File: src/rtl/bure_stage_mem.sv
// bure_stage_mem: memory-access stage sitting right after execute.
// Accepts one instruction when i_ex_valid && o_ex_ready. Loads and stores go
// out on a req/gnt/rvalid data bus, and every accepted instruction produces
// exactly one registered writeback pulse.
// Ports:
//   i_clk, i_rstn        clock, asynchronous active-low reset
//   i_ex_*, i_rs2_data,  instruction from execute (address/result, store data,
//   i_funct3, i_is_*,    access width, op kind, destination register)
//   i_rd_*
//   o_ex_ready           high only in IDLE
//   o_dmem_*, i_dmem_*   data-memory bus (word address, byte enables, lane data)
//   o_wb_*               writeback record, one-cycle valid pulse
//   o_exc, o_exc_cause   exception pulse with o_wb_valid (0 ld mis, 1 st mis, 2 width)
//
//   state | meaning
//   IDLE  | ready to accept; non-memory ops and exceptions retire from here
//   REQ   | bus request held until granted
//   WAIT  | load granted, waiting for read data
module bure_stage_mem #(
  parameter int DATA_WIDTH     = 32,
  parameter int ADDR_WIDTH     = 32,
  parameter int REG_ADDR_WIDTH = 5
) (
  input  logic                      i_clk,
  input  logic                      i_rstn,
  input  logic                      i_ex_valid,
  output logic                      o_ex_ready,
  input  logic [DATA_WIDTH-1:0]     i_ex_data,
  input  logic [DATA_WIDTH-1:0]     i_rs2_data,
  input  logic [2:0]                i_funct3,
  input  logic                      i_is_load,
  input  logic                      i_is_store,
  input  logic [REG_ADDR_WIDTH-1:0] i_rd_addr,
  input  logic                      i_rd_we,
  output logic                      o_dmem_req,
  input  logic                      i_dmem_gnt,
  output logic [ADDR_WIDTH-1:0]     o_dmem_addr,
  output logic                      o_dmem_we,
  output logic [3:0]                o_dmem_be,
  output logic [DATA_WIDTH-1:0]     o_dmem_wdata,
  input  logic                      i_dmem_rvalid,
  input  logic [DATA_WIDTH-1:0]     i_dmem_rdata,
  output logic                      o_wb_valid,
  output logic [REG_ADDR_WIDTH-1:0] o_wb_rd_addr,
  output logic [DATA_WIDTH-1:0]     o_wb_rd_data,
  output logic                      o_wb_rd_we,
  output logic                      o_exc,
  output logic [1:0]                o_exc_cause
);

  typedef enum logic [1:0] {ST_IDLE, ST_REQ, ST_WAIT} state_e;

  state_e                    state_q, state_d;
  logic                      req_q, req_d;
  logic [ADDR_WIDTH-1:0]     addr_q, addr_d;
  logic                      we_q, we_d;
  logic [3:0]                be_q, be_d;
  logic [DATA_WIDTH-1:0]     wdata_q, wdata_d;
  logic [1:0]                off_q, off_d;
  logic [2:0]                funct3_q, funct3_d;
  logic                      is_load_q, is_load_d;
  logic                      rd_we_q, rd_we_d;
  logic                      wb_valid_q, wb_valid_d;
  logic [REG_ADDR_WIDTH-1:0] wb_rd_addr_q, wb_rd_addr_d;
  logic [DATA_WIDTH-1:0]     wb_rd_data_q, wb_rd_data_d;
  logic                      wb_rd_we_q, wb_rd_we_d;
  logic                      exc_q, exc_d;
  logic [1:0]                exc_cause_q, exc_cause_d;

  logic [1:0]            off;
  logic                  is_mem;
  logic                  width_ok;
  logic                  misaligned;
  logic [3:0]            be_mask;
  logic [DATA_WIDTH-1:0] wdata_rep;
  logic [DATA_WIDTH-1:0] lane;
  logic [DATA_WIDTH-1:0] load_val;

  assign off    = i_ex_data[1:0];
  assign is_mem = i_is_load | i_is_store;

  always_comb begin
    width_ok = 1'b0;
    if (i_is_load)
      width_ok = (i_funct3 == 3'b000) || (i_funct3 == 3'b001) || (i_funct3 == 3'b010) ||
                 (i_funct3 == 3'b100) || (i_funct3 == 3'b101);
    else if (i_is_store)
      width_ok = (i_funct3 == 3'b000) || (i_funct3 == 3'b001) || (i_funct3 == 3'b010);
  end

  // funct3[1:0] encodes size for every legal width (bit 2 only selects zero-extension).
  assign misaligned = ((i_funct3[1:0] == 2'b01) && off[0]) ||
                      ((i_funct3[1:0] == 2'b10) && (off != 2'b00));

  always_comb begin
    case (i_funct3[1:0])
      2'b00:   begin be_mask = 4'b0001 << off; wdata_rep = {4{i_rs2_data[7:0]}};  end
      2'b01:   begin be_mask = 4'b0011 << off; wdata_rep = {2{i_rs2_data[15:0]}}; end
      default: begin be_mask = 4'b1111;        wdata_rep = i_rs2_data;            end
    endcase
  end

  assign lane = i_dmem_rdata >> {off_q, 3'b000};

  always_comb begin
    case (funct3_q)
      3'b000:  load_val = {{(DATA_WIDTH-8){lane[7]}}, lane[7:0]};
      3'b001:  load_val = {{(DATA_WIDTH-16){lane[15]}}, lane[15:0]};
      3'b100:  load_val = {{(DATA_WIDTH-8){1'b0}}, lane[7:0]};
      3'b101:  load_val = {{(DATA_WIDTH-16){1'b0}}, lane[15:0]};
      default: load_val = i_dmem_rdata;
    endcase
  end

  always_comb begin
    state_d      = state_q;
    req_d        = req_q;
    addr_d       = addr_q;
    we_d         = we_q;
    be_d         = be_q;
    wdata_d      = wdata_q;
    off_d        = off_q;
    funct3_d     = funct3_q;
    is_load_d    = is_load_q;
    rd_we_d      = rd_we_q;
    wb_valid_d   = 1'b0;
    wb_rd_addr_d = wb_rd_addr_q;
    wb_rd_data_d = wb_rd_data_q;
    wb_rd_we_d   = 1'b0;
    exc_d        = 1'b0;
    exc_cause_d  = exc_cause_q;

    case (state_q)
      ST_IDLE: begin
        if (i_ex_valid) begin
          wb_rd_addr_d = i_rd_addr;
          off_d        = off;
          funct3_d     = i_funct3;
          is_load_d    = i_is_load;
          rd_we_d      = i_rd_we;
          if (!is_mem) begin
            wb_valid_d   = 1'b1;
            wb_rd_data_d = i_ex_data;
            wb_rd_we_d   = i_rd_we;
          end else if (!width_ok || misaligned) begin
            wb_valid_d   = 1'b1;
            wb_rd_data_d = i_ex_data;
            exc_d        = 1'b1;
            exc_cause_d  = !width_ok ? 2'd2 : (i_is_load ? 2'd0 : 2'd1);
          end else begin
            state_d = ST_REQ;
            req_d   = 1'b1;
            addr_d  = {i_ex_data[ADDR_WIDTH-1:2], 2'b00};
            we_d    = i_is_store;
            be_d    = be_mask;
            wdata_d = wdata_rep;
          end
        end
      end
      ST_REQ: begin
        if (i_dmem_gnt) begin
          req_d = 1'b0;
          if (is_load_q) begin
            state_d = ST_WAIT;
          end else begin
            state_d      = ST_IDLE;
            wb_valid_d   = 1'b1;
            wb_rd_data_d = '0;
          end
        end
      end
      ST_WAIT: begin
        if (i_dmem_rvalid) begin
          state_d      = ST_IDLE;
          wb_valid_d   = 1'b1;
          wb_rd_data_d = load_val;
          wb_rd_we_d   = rd_we_q;
        end
      end
      default: state_d = ST_IDLE;
    endcase
  end

  always_ff @(posedge i_clk or negedge i_rstn) begin
    if (!i_rstn) begin
      state_q      <= ST_IDLE;
      req_q        <= 1'b0;
      addr_q       <= '0;
      we_q         <= 1'b0;
      be_q         <= '0;
      wdata_q      <= '0;
      off_q        <= '0;
      funct3_q     <= '0;
      is_load_q    <= 1'b0;
      rd_we_q      <= 1'b0;
      wb_valid_q   <= 1'b0;
      wb_rd_addr_q <= '0;
      wb_rd_data_q <= '0;
      wb_rd_we_q   <= 1'b0;
      exc_q        <= 1'b0;
      exc_cause_q  <= '0;
    end else begin
      state_q      <= state_d;
      req_q        <= req_d;
      addr_q       <= addr_d;
      we_q         <= we_d;
      be_q         <= be_d;
      wdata_q      <= wdata_d;
      off_q        <= off_d;
      funct3_q     <= funct3_d;
      is_load_q    <= is_load_d;
      rd_we_q      <= rd_we_d;
      wb_valid_q   <= wb_valid_d;
      wb_rd_addr_q <= wb_rd_addr_d;
      wb_rd_data_q <= wb_rd_data_d;
      wb_rd_we_q   <= wb_rd_we_d;
      exc_q        <= exc_d;
      exc_cause_q  <= exc_cause_d;
    end
  end

  assign o_ex_ready   = (state_q == ST_IDLE);
  assign o_dmem_req   = req_q;
  assign o_dmem_addr  = addr_q;
  assign o_dmem_we    = we_q;
  assign o_dmem_be    = be_q;
  assign o_dmem_wdata = wdata_q;
  assign o_wb_valid   = wb_valid_q;
  assign o_wb_rd_addr = wb_rd_addr_q;
  assign o_wb_rd_data = wb_rd_data_q;
  assign o_wb_rd_we   = wb_rd_we_q;
  assign o_exc        = exc_q;
  assign o_exc_cause  = exc_cause_q;

endmodule

File: config.mk
export PLATFORM = sky130hd
export DESIGN_NAME = bure_stage_mem
export DESIGN_NICKNAME = d
export VERILOG_FILES = /design/src/rtl/bure_stage_mem.sv
export SDC_FILE = /design/constraint.sdc
export NUM_CORES = 1
export LEC_CHECK = 0
export BUFFER_PORTS_ARGS = -buffer_cell sky130_fd_sc_hd__clkbuf_2
export CORE_ASPECT_RATIO = 2
export CORE_MARGIN = 5
export CORE_UTILIZATION = 45
export DETAILED_ROUTE_END_ITERATION = 8
export PLACE_DENSITY_LB_ADDON = 0.3
export SYNTH_ARGS = -nofsm -noshare
export SYNTH_HDL_FRONTEND = slang
export SYNTH_SLANG_ARGS = --single-unit
export TNS_END_PERCENT = 10
File: constraint.sdc
create_clock -name i_clk -period 2 [get_ports i_clk]
set_input_delay 0.4 -clock i_clk [delete_from_list [all_inputs] [get_ports i_clk]]
set_output_delay 0.4 -clock i_clk [all_outputs]
set_load 0.005 [all_outputs]
# Word-level counts from Yosys, hierarchy flattened
# Cells that the tools add are included.
# Widths: inputs -> output; s select.
# op_classes
n_shift	3
bitwise_logic	2
n_mux	40
n_lt_le_gt_ge	0
div	0
n_reduce_logical	22
n_mul	0
n_addsub	0
n_eq_ne	18
# op_table
op	count
$mux 32	6
$pmux 32 s4	1
$pmux 32 s3	1
$pmux 32 s2	1
$shr 32x5->16	1
$mux 1	19
$mux 2	7
$eq 3x3->1 const B	4
$ne 2x2->1 const B	5
$reduce_and 5->1	2
$pmux 4 s2	1
$reduce_and 4->1	2
$eq 3x1->1 const B	2
$logic_not 3->1	2
$logic_or 1x1->1	6
$pmux 2 s3	1
$reduce_and 6->1	1
$eq 2x1->1 const B	2
$eq 2x2->1 const B	2
$logic_not 2->1	2
$pmux 1 s2	2
$reduce_bool 2->1	2
$shl 1x2->4 const A	1
$shl 2x2->4 const A	1
other kinds (10)	11
# totals
memories	0
rom_bits	0
ram_bits	0
in_bits	112
ff_bits	119
wordCells	101
latch_bits	0

# Depth between registers and ports, before layout
# Gate-level depths: netlist of the first run.
# logic_depth
word_depth	12
mapped_depth	10
mapped_depth_nobuf	7

# Least setup slack after synthesis of the first run
# OpenSTA, ideal clock, no wires.
# synth_path
path_kind	flip-flop to flip-flop
from	register state_q[0]
to	register wb_rd_data_q[30] (netlist: o_wb_rd_data[30])
slack_ps	24
stages_incl_launch_ff	10
required_time_ps	1918
arrival_time_ps	1894
path_cell_list	dfrtp_1 -> inv_1 -> ha_1 -> buf_2 -> inv_1 -> o221ai_1 -> a311oi_4 -> buf_2 -> nor2_1 -> a31oi_1
# synth_via
elab_chain_cells	3
# synth_rtl
item	line_no	rtl
start, declared	53	state_e state_q, state_d;
start signal, assigned	203	state_q <= state_d;
$logic_not 2->1 (*)	-	
via o_ex_ready	27	output logic o_ex_ready,
$ne 3x2->1 (no source line) (tied with other cells)	-	
$reduce_and 6->1 (no source line)	-	
end signal, assigned	215	wb_rd_data_q <= wb_rd_data_d;
end, declared	65	logic [DATA_WIDTH-1:0] wb_rd_data_q, wb_rd_data_d;
# Mark *: on every way through the listed nets, which the timed path passes. The rest lies on a longest branch.
# A chain may end at the register's enable or synchronous reset.

# Worst setup path in the final report of the first run
# layout_path
from	register state_q[0]
to	register wb_rd_data_q[10] (netlist: o_wb_rd_data[10])
# layout_via
elab_chain_cells	3
# layout_rtl
item	line_no	rtl
$eq 2x1->1 (tied with other cells)	133	case (state_q)
$ne 2x2->1 (no source line) (tied with other cells)	-	
$reduce_and 6->1 (no source line)	-	
# Several ways; a longest one is shown, not always the timed one.

==> out/results.ini, run 1 <==
[min_path]
hold_path_class = input port to asynchronous set/reset pin

[worst_setup_path]
cp-end-kind = flip-flop
crit_slowest_cell = dfrtp_2
required_ns = 2.32
crit_top_cell = buf_12
worst-path-max-fanout = 7
path_cells = inv_1, ha_2, inv_2, o221ai_4, a311oi_4, buf_6, buf_12, buf_12, nor2_1, a31oi_1
crit_buf_inv = 5
worstSetupPathType = flip-flop to flip-flop
cpLargestDelayFamily = buffers and inverters
r2r_slack_ns = 0.05
critPathMaxStageDelay_ns = 0.42
cp-start-kind = flip-flop
worstPathArrival_ns = 2.27

[final_layout]
utilization_pct = 64.0
insertedDiodeCount = 0
stdcell_area_mm2 = 0.00826
syn_to_final_growth_pct = 40.8
drive_above_1_share_pct = 36.8
nNetsFinal = 1021

[floorplanning]
start_util_pct = 45.4
ios = 225
die-area_mm2 = 0.0156
row_count = 59
design.core.area_mm2 = 0.0129
dieHeight_um = 171
die_x_um = 90.7

[run_status]
status = complete, no violations

[timing]
hold_viol_final = 0
tightest_slew_ns = 0.666
setup_slack_ns = 0.0546
post-route-period-util_pct = 97.3
fin_crit_ns = 1.95
relSlewSlack_pct = 55.6
setup_tns_ns = 0
grt_setup_unrepaired = true
setup_viol = 0
finalClockSkew_ns = 0.00751
clock.fmax_mhz = 514
drv_slew = 0

[yosys]
synth_simple_gate_area_share_pct = 19.8
yosysWarningCount = 0
synth_edf_count = 0
synth_cells = 658
syn_area_mm2 = 0.00587
muxShareOfSynthArea_pct = 7.72
yosys.area_share.adder_pct = 0.853
synth-seq-area-share_pct = 50.8
syn_area_per_cell_um2 = 8.92
ys_async_sr_fraction_pct = 100
synth_cell_types = 39
ys_ff_latch = 119
synth-compound-area-share_pct = 15.7
synth_top_family_by_area = simple AND/OR/NAND/NOR gates
ys.flop_type = dfrtp_1
synth-xor-area-share_pct = 0

[drt]
ant_nets = 0
vias_per_cell = 5.30
wl_per_cell_um = 18.2
finalWirelength_mm = 19.5
dr.pass1.iters = 4
drtIter0Drc = 187
route.detailed.drc = 0
vias = 5667

[power]
powerDensity_mw_per_mm2 = 1710
leakage_nw = 4.25
irDropWorstVdd_v = 0.00108
power_mw = 14.1

[clock_network]
clk_latency_ns = 0.41
holdBufCountCts = 0
h-tree-depth = 4
cts_tree = yes
cts.sinks = 119
cts_root_buf = clkbuf_16
clkTransAtPathRegs_ns = 0.06
cts.path.max_buffers = 2
numCtsBuffers = 17

[placed_design]
pre_cts_ws_ns = -0.0664
hpwl_mm = 14.4
placed_cell_area_mm2 = 0.00733
place_congestion = 0.908
portBuffers = 222

[global_route]
grt_pass1_vias = 5836
antenna_found_initial = 0
grt_pass1_wl_mm = 30.1
grt_usage_pct = 24.6
grt_overflow = 0
grt_max_degree = 120

[flow_run]
max-cap-violations = 0

## state kept, by name, indices dropped and copies added, names as in the netlist, 2 cells and up
| signal | cells |
|---|---|
| funct3_q | 3 |
| o_dmem_addr | 30 |
| o_wb_rd_data | 32 |
| o_wb_rd_addr | 5 |
| off_q | 2 |
| o_dmem_be | 4 |
| state_q | 2 |
| o_exc_cause | 2 |
| o_dmem_wdata | 32 |
## where the power goes
part	switching [mW]	total, mW	internal, mW
Clock	1.11	3.30	2.19
Sequential	0.764	4.37	3.61
Combinational	3.27	6.43	3.16
Total	5.14	14.1	8.96
## worst reg2reg max path, delay by kind of cell, from the launching register on
family          cells  cell delay [ns]
buf+inv             5             0.59
compound gates      3             0.58
flops               1             0.42
fa+ha+maj           1             0.24
simple gates        1             0.04
## worst paths after layout
path	start	to	cells past startpoint
setup / recovery	state_q[0]$_DFFE_PN0P_	o_wb_rd_data[10]$_DFFE_PN0P_	10
hold / removal	i_rstn	o_wb_rd_we$_DFF_PN0_	2
setup reg to reg	state_q[0]$_DFFE_PN0P_	o_wb_rd_data[10]$_DFFE_PN0P_	10
hold reg to reg	o_dmem_wdata[4]$_DFFE_PN0P_	o_dmem_wdata[4]$_DFFE_PN0P_	2
max in group asynchronous	i_rstn	o_dmem_addr[15]$_DFFE_PN0P_	2
min in group i_clk	i_ex_data[25]	o_dmem_addr[25]$_DFFE_PN0P_	3
## logic make-up (layout without fill, tap and decap cells)
family          Yosys count  in the layout
compound gates          149            149
fa+ha+maj                 4              4
buf+inv                  69            328
flops                   119            119
mux                      44             44
other cells               1              2
simple gates            272            272
## layout make-up
cell class	count	area (µm²)
fill	1097	4660
sequential	119	2980
multi-input combinational	471	2680
timing repair buffer	271	1680
clock buffer	21	470
tap	152	190
clock inverter	11	171
inverter	25	96.3
## per-layer routing
layer  GRT usage, %  vias to the layer above  wire, µm
met5              0                        -         0
met4           11.9                        0       859
met3           7.13                       55      1300
met2           46.0                      227     10700
met1           24.3                     2663      6580
li1               -                     2722         -
## synth_stat cells (all sizes together) (3+ instances only)
master | number | area, µm²
o32a | 7 | 70.1
nand3 | 4 | 20.0
buf | 22 | 123
clkbuf | 22 | 82.6
a21oi | 43 | 215
mux2 | 10 | 113
a31oi | 28 | 175
ha | 4 | 50.1
o22a | 3 | 27.5
mux2i | 34 | 340
inv | 25 | 93.8
nand2 | 150 | 563
dfrtp | 119 | 2980
nor2 | 65 | 244
nor2b | 19 | 119
o21ai | 52 | 260
nand2b | 17 | 106
and2 | 8 | 50.1
a221o | 7 | 70.1
## layout by cell type, fill, tap and decap left out, drive strengths merged, types with 2 or more instances in the layout
master    synthesis  layout
conb              1       2
buf              22      45
a31oi            28      28
or2               2       2
nand2b           17      17
mux2i            34      34
nand3             4       4
bufinv            0       4
and2              8       8
ha                4       4
dfrtp           119     119
and3              2       2
nor2b            19      19
a221o             7       7
nand2           150     150
o221ai            2       2
mux2             10      10
inv              25      25
o21ai            52      52
o32a              7       7
nor2             65      65
a311oi            2       2
a21oi            43      43
o22a              3       3
clkinvlp          0       2
clkbuf           22     247
clkinv            0       5
## repair_timing
item,CTS,global route
gates cloned,1,4
endpoints found under the hold margin,0,0
resized for setup,8,26
buffers inserted,6,2
pin swaps,2,4
setup endpoints to repair,25,35
## stage by stage
step	std cells	hold slack, ns
finish	1070	0.0807
CTS	1064	0.109
global route	1070	0.123
floorplan	659	0.104
detailed placement	1025	0.461
global placement	1025	0.458
No activity file was read; power rests on OpenSTA's default activity.
==> inputs of run 2 (changes only) <==
--- a/config.mk
+++ b/config.mk
@@ -5,11 +5,11 @@
 export SDC_FILE = /design/constraint.sdc
 export NUM_CORES = 1
 export LEC_CHECK = 0
-export BUFFER_PORTS_ARGS = -buffer_cell sky130_fd_sc_hd__clkbuf_2
 export CORE_ASPECT_RATIO = 2
 export CORE_MARGIN = 5
-export CORE_UTILIZATION = 45
+export CORE_UTILIZATION = 55
 export DETAILED_ROUTE_END_ITERATION = 8
+export DONT_BUFFER_PORTS = 1
 export PLACE_DENSITY_LB_ADDON = 0.3
 export SYNTH_ARGS = -nofsm -noshare
 export SYNTH_HDL_FRONTEND = slang
==> run 2 against run 1 <==
Net effect: the flow now finishes with violations (hold timing); critical path depth is the same; design area decreased by 16%; first-iteration DRC count increased by 37%; sequential cell count stayed put; register-to-register slack about the same; via count is 14% lower; combinational power shrank 30%; clock-buffer cell count fell by 1; fmax is 0.19% lower; sequential power grew 9.6%; critical path type unchanged; largest power group is now sequential cells.
==> out/results.ini, run 2 (synthesized netlist as in run 1, its figures left out) <==
[placed_design]
hpwl_mm = 13.1  ; -9.0%
dp.cells = 780  ; -24%
pre_cts_ws_ns = -0.0552  ; +0.0112 ns
portBuffers = 0  ; -100%
place_congestion = 0.895  ; -1.5%
placed_cell_area_mm2 = 0.00613  ; -16%

[worst_setup_path]
r2r_end = o_wb_rd_data[26]$_DFFE_PN0P_
cp-end-kind = flip-flop
crit_end = o_wb_rd_data[26]$_DFFE_PN0P_
crit_start = state_q[0]$_DFFE_PN0P_
worstSetupPathType = flip-flop to flip-flop
worstPathArrival_ns = 2.27  ; about the same
reg2reg_from = state_q[0]$_DFFE_PN0P_
r2r_cells = 10  ; unchanged
cp-start-kind = flip-flop
r2r_slack_ns = 0.05  ; about the same
required_ns = 2.33  ; about the same
worst-path-max-fanout = 13  ; +6

[clock_network]
clk_latency_ns = 0.41  ; about the same
cts.sinks = 119  ; unchanged
cts_tree = yes
cts.path.max_buffers = 2  ; unchanged
h-tree-depth = 4  ; unchanged
clkTransAtPathRegs_ns = 0.06  ; about the same
cts_root_buf = clkbuf_16
numCtsBuffers = 17  ; unchanged

[power]
power_mw = 12.4  ; -12%
powerDensity_mw_per_mm2 = 1780  ; +4.3%
irDropWorstVdd_v = 0.00103  ; -4.5%
leakage_nw = 3.21  ; -25%

[floorplanning]
dieHeight_um = 156  ; -9.0%
design.core.area_mm2 = 0.0105  ; -19%
start_util_pct = 56.0  ; +11 points
row_count = 53  ; -10%
die-area_mm2 = 0.0130  ; -17%
die_x_um = 83.0  ; -8.5%
ios = 225  ; unchanged

[final_layout]
utilization_pct = 66.3  ; +2.4 points
drive_above_1_share_pct = 14.5  ; -22 points
syn_to_final_growth_pct = 18.5
nNetsFinal = 785  ; -23%
fillers = 841  ; -23%
insertedDiodeCount = 0  ; unchanged
fin_cells = 819  ; -23%
stdcell_area_mm2 = 0.00695  ; -16%
final_common_cell = nand2_1
layout_common_cells = 150 x nand2_1, 118 x dfrtp_1, 63 x nor2_1, 52 x o21ai_0, 42 x a21oi_1

[drt]
wl_met1_mm = 5.54  ; -16%
wl_per_cell_um = 21.8  ; +20%
vias_per_cell = 5.94  ; +12%
vias = 4863  ; -14%
top_layer = met4
met3_length_mm = 1.69  ; +30%
route.detailed.drc = 0  ; unchanged
met2_length_mm = 9.62  ; -10%
dr.pass1.iters = 5  ; +1
ant_nets = 0  ; unchanged
finalWirelength_mm = 17.8  ; -8.5%
drtIter0Drc = 257  ; +37%

[timing]
post-route-period-util_pct = 97.5  ; +0.18 points
setup_slack_ns = 0.0509  ; -0.00368 ns
relSlewSlack_pct = 65.8  ; +10 points
setup_tns_ns = 0  ; unchanged
drv_slew = 0  ; unchanged
fin_hold_ws_ns = -0.308  ; -0.389 ns
hold_viol_final = 119  ; +119
tightest_slew_ns = 0.513  ; -0.153 ns
grt_setup_unrepaired = true
finalClockSkew_ns = 0.00957  ; +0.00206 ns
fin_crit_ns = 1.95  ; +0.00368 ns
clock.fmax_mhz = 513  ; -0.19%
setup_viol = 0  ; unchanged

[flow_run]
max-cap-violations = 0  ; unchanged

[global_route]
grt_max_degree = 120  ; unchanged
grt_pass1_wl_mm = 27.8  ; -7.4%
antenna_found_initial = 0  ; unchanged
grt_overflow = 0  ; unchanged
grt_pass1_vias = 5144  ; -12%
grt_usage_pct = 27.4  ; +2.8 points

[run_status]
violations = hold timing
status = finished, violations left

[min_path]
hold_path_class = input port to asynchronous set/reset pin

[run 2: cell types whose count changed in the layout (fill, tap and decap cells not counted), moves of 3 or more]
| cell | before | now |
|---|---|---|
| buf_6 | 7 | 4 |
| clkbuf_2 | 221 | 0 |
| buf_4 | 31 | 23 |
| nor2_1 | 58 | 63 |
| clkbuf_16 | 22 | 18 |
| nor2_2 | 7 | 1 |
[run 2: worst min path at each step]
stage | to | cells past startpoint | slack, ns | start
after CTS | o_wb_rd_addr[1]$_DFFE_PN0P_ | 0 | -0.33 | i_rstn
after global routing | o_wb_rd_data[9]$_DFFE_PN0P_ | 0 | -0.33 | i_rstn
final | o_wb_rd_we$_DFF_PN0_ | 0 | -0.31 | i_rstn
after floorplan | funct3_q[0]$_DFFE_PN0P_ | 0 | 0.10 | i_rstn
after global placement | o_dmem_wdata[4]$_DFFE_PN0P_ | 0 | 0.11 | i_rstn
after detailed placement | o_dmem_wdata[4]$_DFFE_PN0P_ | 0 | 0.11 | i_rstn
[run 2: power breakdown]
group / switching (mW) / internal [mW] / total (mW) / leakage (nW)
Combinational: 2.38 / 2.14 / 4.52 / 1.48
Sequential: 1.17 / 3.61 / 4.79 / 1.45
Clock: 1.09 / 1.99 / 3.07 / 0.282
[run 2: area by class of cell]
type                    count  area [µm²]  share of cell area, %
flip-flops and latches    119        2980                   42.9
multi-input cells         471        2720                   39.1
clock buffers              20         447                   6.43
repair buffers             35         383                   5.51
well taps                 137         171                   2.47
clock inverters            12         153                   2.20
inverters                  25         101                   1.46
[run 2: metal layers]
| metal | up-vias | global-route usage (%) |
|---|---|---|
| li1 | 2237 | - |
| met1 | 2317 | 25.8 |
| met2 | 246 | 49.8 |
| met3 | 63 | 10.8 |
| met4 | 0 | 15.1 |
| met5 | - | 0 |
[run 2: what timing repair did]
action | in CTS | in global routing
endpoints found under the setup margin | 24 | 92
resized for setup | 6 | 28
setup buffers | 4 | 2
hold endpoints to repair | 119 | 119
gates cloned | 2 | 1
pin swaps | 1 | 4
[run 2: critical path, cell delays in order (launching register included)]
cell and delay (ns):
dfrtp_1 0.43, buf_6 0.15, inv_6 0.04, ha_4 0.17
inv_4 0.05, o221ai_4 0.12, a311oi_4 0.37, buf_12 0.20
buf_12 0.13, nor2_1 0.04, a31oi_1 0.16
